**config.mk**
```make
export PLATFORM = sky130hd
export DESIGN_NAME = mem_arbiter_flat
export DESIGN_NICKNAME = d
export VERILOG_FILES = /design/src/rtl/mem_arbiter_if.sv /design/src/rtl/mem_arbiter.sv /design/src/flat_wrapper.sv
export SDC_FILE = /design/constraint.sdc
export NUM_CORES = 1
export LEC_CHECK = 0
export CORE_MARGIN = 5
export CORE_UTILIZATION = 38
export CTS_CLUSTER_SIZE = 28
export DETAILED_ROUTE_END_ITERATION = 16
export PLACE_DENSITY = 0.72
export SYNTH_ARGS = -nofsm -noshare
export SYNTH_HDL_FRONTEND = slang
export SYNTH_SLANG_ARGS = --single-unit
```
**constraint.sdc**
```tcl
create_clock -name clk -period 1.5 [get_ports clk]
set_input_delay 0.3 -clock clk [delete_from_list [all_inputs] [get_ports clk]]
set_output_delay 0.3 -clock clk [all_outputs]
set_load 0.01 [all_outputs]
```
**src/rtl/mem_arbiter_if.sv**
```systemverilog
// Bundle of the instruction port, data port and memory port of mem_arbiter.
// master = requesters plus memory model side; slave = the arbiter itself.
interface mem_arbiter_if #(
  parameter int unsigned AW = 7,
  parameter int unsigned DW = 32
);
  logic          i_req;
  logic [AW-1:0] i_addr;
  logic          i_ack;
  logic [DW-1:0] i_rdata;

  logic          d_req;
  logic          d_we;
  logic [AW-1:0] d_addr;
  logic [DW-1:0] d_wdata;
  logic          d_ack;
  logic [DW-1:0] d_rdata;

  logic          m_en;
  logic          m_we;
  logic [AW-1:0] m_addr;
  logic [DW-1:0] m_wdata;
  logic [DW-1:0] m_rdata;

  logic          busy;

  modport master (
    output i_req, i_addr, d_req, d_we, d_addr, d_wdata, m_rdata,
    input  i_ack, i_rdata, d_ack, d_rdata, m_en, m_we, m_addr, m_wdata, busy
  );

  modport slave (
    input  i_req, i_addr, d_req, d_we, d_addr, d_wdata, m_rdata,
    output i_ack, i_rdata, d_ack, d_rdata, m_en, m_we, m_addr, m_wdata, busy
  );
endinterface

```
**src/rtl/mem_arbiter.sv**
```systemverilog
// Round-robin arbiter sharing one single-port memory between an instruction
// fetch port (read only) and a data port; one transaction in flight at a time.
module mem_arbiter #(
  parameter int unsigned AW  = 7,
  parameter int unsigned DW  = 32,
  parameter int unsigned LAT = 1
) (
  input  logic          clk,
  input  logic          rst,
  mem_arbiter_if.slave  bus
);

  localparam int unsigned CW        = 2;
  localparam logic [CW-1:0] WAIT_LOAD = CW'(LAT - 1);

  typedef enum logic [1:0] {IDLE, ISSUE, WAIT, ACK} state_t;

  state_t        state_q, state_d;
  logic          win_d_q, win_d_d;      // winner is the data port
  logic          last_d_q, last_d_d;    // last grant went to the data port
  logic          we_q, we_d;
  logic [CW-1:0] cnt_q, cnt_d;

  logic          i_ack_q, i_ack_d;
  logic          d_ack_q, d_ack_d;
  logic [DW-1:0] i_rdata_q, i_rdata_d;
  logic [DW-1:0] d_rdata_q, d_rdata_d;
  logic          m_en_q, m_en_d;
  logic          m_we_q, m_we_d;
  logic [AW-1:0] m_addr_q, m_addr_d;
  logic [DW-1:0] m_wdata_q, m_wdata_d;
  logic          busy_q, busy_d;

  // Data wins if it is the only requester or if instruction was granted last.
  logic pick_d;
  assign pick_d = bus.d_req && (!bus.i_req || !last_d_q);

  // State and registered outputs
  always_ff @(posedge clk) begin
    if (rst) begin
      state_q   <= IDLE;
      win_d_q   <= 1'b0;
      last_d_q  <= 1'b1;
      we_q      <= 1'b0;
      cnt_q     <= '0;
      i_ack_q   <= 1'b0;
      d_ack_q   <= 1'b0;
      i_rdata_q <= '0;
      d_rdata_q <= '0;
      m_en_q    <= 1'b0;
      m_we_q    <= 1'b0;
      m_addr_q  <= '0;
      m_wdata_q <= '0;
      busy_q    <= 1'b0;
    end else begin
      state_q   <= state_d;
      win_d_q   <= win_d_d;
      last_d_q  <= last_d_d;
      we_q      <= we_d;
      cnt_q     <= cnt_d;
      i_ack_q   <= i_ack_d;
      d_ack_q   <= d_ack_d;
      i_rdata_q <= i_rdata_d;
      d_rdata_q <= d_rdata_d;
      m_en_q    <= m_en_d;
      m_we_q    <= m_we_d;
      m_addr_q  <= m_addr_d;
      m_wdata_q <= m_wdata_d;
      busy_q    <= busy_d;
    end
  end

  // Next state plus next values of every registered output
  always_comb begin
    state_d   = state_q;
    win_d_d   = win_d_q;
    last_d_d  = last_d_q;
    we_d      = we_q;
    cnt_d     = cnt_q;
    i_ack_d   = 1'b0;
    d_ack_d   = 1'b0;
    i_rdata_d = i_rdata_q;
    d_rdata_d = d_rdata_q;
    m_en_d    = 1'b0;
    m_we_d    = 1'b0;
    m_addr_d  = m_addr_q;
    m_wdata_d = m_wdata_q;

    unique case (state_q)
      IDLE: begin
        if (bus.i_req || bus.d_req) begin
          win_d_d  = pick_d;
          we_d     = pick_d && bus.d_we;
          m_addr_d = pick_d ? bus.d_addr : bus.i_addr;
          if (pick_d) m_wdata_d = bus.d_wdata;
          m_en_d   = 1'b1;
          m_we_d   = pick_d && bus.d_we;
          state_d  = ISSUE;
        end
      end
      ISSUE: begin
        last_d_d = win_d_q;
        if (we_q) begin
          i_ack_d = !win_d_q;
          d_ack_d = win_d_q;
          state_d = ACK;
        end else begin
          cnt_d   = WAIT_LOAD;
          state_d = WAIT;
        end
      end
      WAIT: begin
        if (cnt_q == '0) begin
          if (win_d_q) d_rdata_d = bus.m_rdata;
          else         i_rdata_d = bus.m_rdata;
          i_ack_d = !win_d_q;
          d_ack_d = win_d_q;
          state_d = ACK;
        end else begin
          cnt_d = cnt_q - CW'(1);
        end
      end
      ACK: begin
        state_d = IDLE;
      end
      default: begin
        state_d = IDLE;
      end
    endcase

    busy_d = (state_d != IDLE);
  end

  assign bus.i_ack   = i_ack_q;
  assign bus.i_rdata = i_rdata_q;
  assign bus.d_ack   = d_ack_q;
  assign bus.d_rdata = d_rdata_q;
  assign bus.m_en    = m_en_q;
  assign bus.m_we    = m_we_q;
  assign bus.m_addr  = m_addr_q;
  assign bus.m_wdata = m_wdata_q;
  assign bus.busy    = busy_q;

endmodule

```
**src/flat_wrapper.sv**
```systemverilog
// flat-port wrapper written by rule: the top's interface ports become plain ports
module mem_arbiter_flat 
#(
  parameter int unsigned AW  = 7,
  parameter int unsigned DW  = 32,
  parameter int unsigned LAT = 1
)
  (clk, rst, bus_i_req, bus_i_addr, bus_d_req, bus_d_we, bus_d_addr, bus_d_wdata, bus_m_rdata, bus_i_ack, bus_i_rdata, bus_d_ack, bus_d_rdata, bus_m_en, bus_m_we, bus_m_addr, bus_m_wdata, bus_busy);
  mem_arbiter_if #(.AW(AW), .DW(DW)) bus_i ();
  input  logic clk;
  input  logic rst;
  input wire logic [$bits(bus_i.i_req)-1:0] bus_i_req;
  input wire logic [$bits(bus_i.i_addr)-1:0] bus_i_addr;
  input wire logic [$bits(bus_i.d_req)-1:0] bus_d_req;
  input wire logic [$bits(bus_i.d_we)-1:0] bus_d_we;
  input wire logic [$bits(bus_i.d_addr)-1:0] bus_d_addr;
  input wire logic [$bits(bus_i.d_wdata)-1:0] bus_d_wdata;
  input wire logic [$bits(bus_i.m_rdata)-1:0] bus_m_rdata;
  output wire logic [$bits(bus_i.i_ack)-1:0] bus_i_ack;
  output wire logic [$bits(bus_i.i_rdata)-1:0] bus_i_rdata;
  output wire logic [$bits(bus_i.d_ack)-1:0] bus_d_ack;
  output wire logic [$bits(bus_i.d_rdata)-1:0] bus_d_rdata;
  output wire logic [$bits(bus_i.m_en)-1:0] bus_m_en;
  output wire logic [$bits(bus_i.m_we)-1:0] bus_m_we;
  output wire logic [$bits(bus_i.m_addr)-1:0] bus_m_addr;
  output wire logic [$bits(bus_i.m_wdata)-1:0] bus_m_wdata;
  output wire logic [$bits(bus_i.busy)-1:0] bus_busy;
  assign bus_i.i_req = bus_i_req;
  assign bus_i.i_addr = bus_i_addr;
  assign bus_i.d_req = bus_d_req;
  assign bus_i.d_we = bus_d_we;
  assign bus_i.d_addr = bus_d_addr;
  assign bus_i.d_wdata = bus_d_wdata;
  assign bus_i.m_rdata = bus_m_rdata;
  assign bus_i_ack = bus_i.i_ack;
  assign bus_i_rdata = bus_i.i_rdata;
  assign bus_d_ack = bus_i.d_ack;
  assign bus_d_rdata = bus_i.d_rdata;
  assign bus_m_en = bus_i.m_en;
  assign bus_m_we = bus_i.m_we;
  assign bus_m_addr = bus_i.m_addr;
  assign bus_m_wdata = bus_i.m_wdata;
  assign bus_busy = bus_i.busy;
  mem_arbiter #(.AW(AW), .DW(DW), .LAT(LAT)) u_core (.clk(clk), .rst(rst), .bus(bus_i));
endmodule
```
---- Word-level counts from Yosys, hierarchy flattened ----
Cells that the tools add are included.
storage, ports and cells
  register bits ........................... 115
  input bits .............................. 83
  output and inout port bits .............. 108
  word-level logic and storage cells ...... 56
operators by class
  $add $sub $neg .......................... 1
  eq/ne operators ......................... 5
  multiplexer cells ....................... 15
  bitwise operators ....................... 3
  reduce and logical (&&, ||, !) cells .... 18
operators by type and width
  kind                                                                   number
  3-bit AND reduction                                                    4
  2-bit 2-to-1 mux                                                       4
  2-bit one-hot mux with 4 select lines                                  1
  7-bit 2-to-1 mux                                                       1
  1-bit 2-to-1 mux                                                       6
  2-bit equality test, second input constant                             2
  2-bit logical NOT                                                      2
  2-bit inequality test, second input constant                           2
  1-bit one-hot mux with 2 select lines                                  2
  2-bit one-hot mux with 2 select lines                                  1
  2-bit nonzero test                                                     2
  1-bit logical NOT                                                      3
  1-bit NOT                                                              3
  3-bit OR reduction                                                     1
  2-bit by 1-bit equality test with 1-bit output, second input constant  1
  1-bit logical AND                                                      2
  1-bit logical OR                                                       2
  2-bit AND reduction                                                    1
  2-bit OR reduction                                                     1
  2-bit by 1-bit subtractor with 2-bit output, second input constant     1

---- Logic depth before layout (Yosys ltp) ----
Gate-level depths: netlist (run 1).
  depth after elaboration ................. 4
  gate-level depth with buffers ........... 8
  mapped depth without buffers ............ 5

---- Worst setup path before layout (run 1) ----
Ideal clock, no wire load.
  kind .................................... reg2reg
  start point ............................. register u_core.state_q[0]
  end point ............................... register u_core.i_rdata_q[10], in the netlist u_core.bus.i_rdata[10]
  data arrival time ....................... 1.367 ns
  path slack .............................. 0.062 ns
  cell stages (with the launch flop) ...... 8
  path buffers ............................ 2
  period minus slack after synthesis ...... 1.438 ns
  cell sequence ........................... dfxtp_1 inv_1 ha_1 clkbuf_2 nand3b_1 clkbuf_1 nand2_1 a21oi_1
on the way
  word-level cells in the longest chain between the ends .. 2
ends and longest elaborated chain
  what                                  line               text
  start, declared                       mem_arbiter.sv:18  state_t state_q, state_d;
  start signal, assigned                mem_arbiter.sv:56  state_q <= state_d;
  2-bit equality test                   mem_arbiter.sv:89  unique case (state_q)
  3-bit AND reduction (no source line)  --
  end signal, assigned                  mem_arbiter.sv:63  i_rdata_q <= i_rdata_d;
  end, declared                         mem_arbiter.sv:26  logic [DW-1:0] i_rdata_q, i_rdata_d;
Every way passes these cells.
A chain may end at the register's enable or synchronous reset.

---- Final worst setup path (run 1) ----
  start point ............................. register u_core.state_q[0]
  end point ............................... register u_core.busy_q, in the netlist u_core.bus.busy
on the way
  word-level cells in the longest chain between the ends .. 3
  elaborated cells between the ends (all ways) .. 8
  those cells by class .................... eq/ne (3); mux (3); reduce/logical (2)
ends and longest elaborated chain
  what                                               line                text
  2-bit equality test, or another cell as far along  mem_arbiter.sv:89
  2-bit one-hot mux with 4 select lines (*)          mem_arbiter.sv:89
  named net u_core.state_d[1]                        mem_arbiter.sv:18
  2-bit nonzero test (*)                             mem_arbiter.sv:131  busy_d = (state_d != IDLE);
  end signal, assigned                               mem_arbiter.sv:69   busy_q <= busy_d;
  end, declared                                      mem_arbiter.sv:32   logic busy_q, busy_d;
Mark *: on every way through the listed nets, which the timed path passes. The rest lies on a longest branch.

==> flow_metrics.env, run 1 <==
export IMPL_outcome="completed"
export IMPL_required_ns=1.79
export IMPL_cts_tree="done"
export IMPL_cts_root_buf="clkbuf_16"
export IMPL_worstMarginPinSlew_ns=0.348
export IMPL_cts_sinks=115
export IMPL_synth_top_area_share_pct=52.3
export IMPL_arrival_ns=1.68
export IMPL_end_kind="register"
export IMPL_cts_reportedPaths_clkPinSlew_ns=0.05
export IMPL_grt_usage_pct=19.2
export IMPL_dp_slack_ns=-0.179
export IMPL_utilization_pct=62.2
export IMPL_crit_fanout=5
export IMPL_yosys_top_cells_area="dfxtp_1 (52%), nand2_1 (11%), a21oi_1 (7.5%), nand4b_1 (6.4%), nand2b_1 (4.5%)"
export IMPL_synth_seq_cells=115
export IMPL_regArea_mm2=0.00230
export IMPL_powerDensity_mw_per_mm2=1630
export IMPL_netlist_area_mm2=0.00440
export IMPL_n_fill_cell=996
export IMPL_via_count=4219
export IMPL_clk_latency_ns=0.40
export IMPL_yosysSeqAreaShare_pct=52.3
export IMPL_crit_buf_inv=1
export IMPL_viasPerCell=4.96
export IMPL_rows=39
export IMPL_postCtsSetupBuffers=0
export IMPL_p_leak_nw=3.02
export IMPL_die_w_um=118
export IMPL_max_cap_viol_count=0
export IMPL_finalSetupTns_ns=0
export IMPL_maxSlewViolCount=0
export IMPL_clockBufferDepth=2
export IMPL_fin_crit_ns=1.39
export IMPL_place_congestion=0.827
export IMPL_setup_slack_ns=0.108
export IMPL_syn_to_final_growth_pct=60.7
export IMPL_cts_hold_buf=0
export IMPL_critPathSlowestCell="dfxtp_1"
export IMPL_grt_pass1_vias=4243
export IMPL_antenna_left=0
export IMPL_dp_cells=820
export IMPL_hold_class="in2reg"
export IMPL_grt_pass1_wl_um=21900
export IMPL_r2r_slack_ns=0.11
export IMPL_portBuffers=190
export IMPL_finalHoldViolations=0
export IMPL_path_cells="inv_2 -> ha_2 -> nor2b_1 -> or2_2"
export IMPL_avgSynthCellArea_um2=8.60
export IMPL_path_class="reg2reg"
export IMPL_synth_cells=512
export IMPL_fmax_mhz=718
export IMPL_die_y_um=118
export IMPL_antenna_found_initial=0
export IMPL_yosysUniqueCellTypes=30
export IMPL_max_vdd_ir_drop_uv=967
export IMPL_rsz0062_at_grt="false"
export IMPL_synth_net_count=600
export IMPL_whs_path_depth=2
export IMPL_grt_start_max_net_pins=55
export IMPL_maxSlewHeadroom_pct=76.8
export IMPL_crit_family="simple AND/OR/NAND/NOR gates"
export IMPL_reg2reg_depth=4
export IMPL_slowest_delay_ns=0.39
export IMPL_drt_iter0_markers=345
export IMPL_drive_above_1_share_pct=7.91
export IMPL_min_period_over_period_pct=92.8
export IMPL_grt_ovfl_total=0
export IMPL_async_flop_share_pct=0
export IMPL_wire_per_inst_um=15.8
export IMPL_die_area_mm2=0.0138
export IMPL_drc=0
export IMPL_antenna_cells=0
export IMPL_yosysTopAreaCell="dfxtp_1"
export IMPL_htree_levels=4
export IMPL_wl_um=13400
export IMPL_final_setup_viol_count=0
export IMPL_synthFlopType="dfxtp_1"
export IMPL_total_power_mw=11.5
export IMPL_yosysMostFrequentCell="nand2_1"
export IMPL_fin_skew_ns=0.00532
export IMPL_firstDrtPassIters=4
export IMPL_synth_edf_count=0
export IMPL_setup_worst_path_start_class="register"
export IMPL_initial_core_util_pct=38.7
export IMPL_numCtsBuffers=17
export IMPL_crit_cells=4
export IMPL_ys_warn_count=0
export IMPL_multi_input_area_mm2=0.00191
export IMPL_synth_common_cells="nand2_1 (132), dfxtp_1 (115), a21oi_1 (66), o21ai_0 (34)"
export IMPL_nets=784
export IMPL_final_cells=851
export IMPL_dp_hpwl_um=9330
export IMPL_ios=191
export IMPL_core_area_mm2=0.0114
-- state kept, by name, indices dropped and copies added, names as in the netlist --
signal,count
u_core.bus.d_rdata,32
u_core.bus.i_rdata,32
u_core.bus.m_wdata,32
u_core.bus.m_addr,7
u_core.cnt_q,2
u_core.state_q,2
u_core.bus.busy,1
u_core.bus.d_ack,1
u_core.bus.i_ack,1
u_core.bus.m_en,1
u_core.bus.m_we,1
u_core.last_d_q,1
u_core.we_q,1
u_core.win_d_q,1
-- stage by stage --
stage	instance area, µm²	hold WS [ns]
floorplan	4400	0.436
global placement	6520	0.442
detailed placement	6520	0.448
CTS	7060	0.286
global route	7080	0.304
finish	7080	0.294
-- routing by layer --
layer  global-route usage, %  part of all wire (%)  vias up
met4                    7.38                   1.9        0
met2                    32.1                    50      134
met1                    22.6                    41     1965
met3                    6.54                   6.7       16
met5                       0                     0        -
li1                        -                     -     2104
-- final timing paths --
| check | endpoint | start |
|---|---|---|
| setup / recovery | u_core.bus.busy | u_core.state_q[0] |
| hold / removal | u_core.win_d_q | rst |
| setup reg to reg | u_core.bus.busy | u_core.state_q[0] |
| hold reg to reg | u_core.bus.i_rdata[26] | u_core.bus.i_rdata[26] |
-- repair_timing --
item	4_1_cts	5_1_grt
pin swaps	0	0
gates resized for setup	109	5
endpoints found under the setup margin	130	90
-- cells by family (layout without fill, tap and decap cells) --
kind of cell	Yosys count	after routing	synth area share, %
compound gates	115	115	14.3
fa+ha+maj	5	5	1.42
buf+inv	47	243	4.80
flops	115	115	52.3
mux	8	8	1.85
simple gates	222	222	25.4
-- power by group --
group,switching (mW),total [mW],internal [mW]
registers,0.266,3.84,3.57
logic,1.77,3.19,1.43
clock network,1.36,4.52,3.16
-- area by class of cell --
type                            count  area share (%)
Sequential cell                   115            32.5
Timing Repair Buffer              208            28.3
Multi-Input combinational cell    350            26.9
Clock buffer                       23            7.04
Tap cell                          143            2.53
Clock inverter                      8            2.42
Inverter                            4           0.212
-- layout by cell type, fill, tap and decap left out, drive strengths merged, types with 2 or more instances in the layout --
cell type	Yosys	routed
dlygate4sd2	0	108
a21oi	66	66
nand2b	32	32
clkinv	0	2
bufinv	0	5
nor3b	2	2
a211oi	8	8
clkdlybuf4s50	0	81
and3	3	3
buf	13	19
nand2	132	132
nand4b	32	32
dfxtp	115	115
a22oi	2	2
o21ai	34	34
clkbuf	30	23
nor2b	2	2
nor2	10	10
mux2i	7	7
a211o	3	3
nand3	4	4
inv	4	4
ha	5	5
(Power assumes the default switching activity.)
==> run 2: changes to the inputs <==
- CTS_CLUSTER_DIAMETER: not set -> 50
==> results of run 2 <==
Final layout, timing and power as in run 1 (identical DEF).
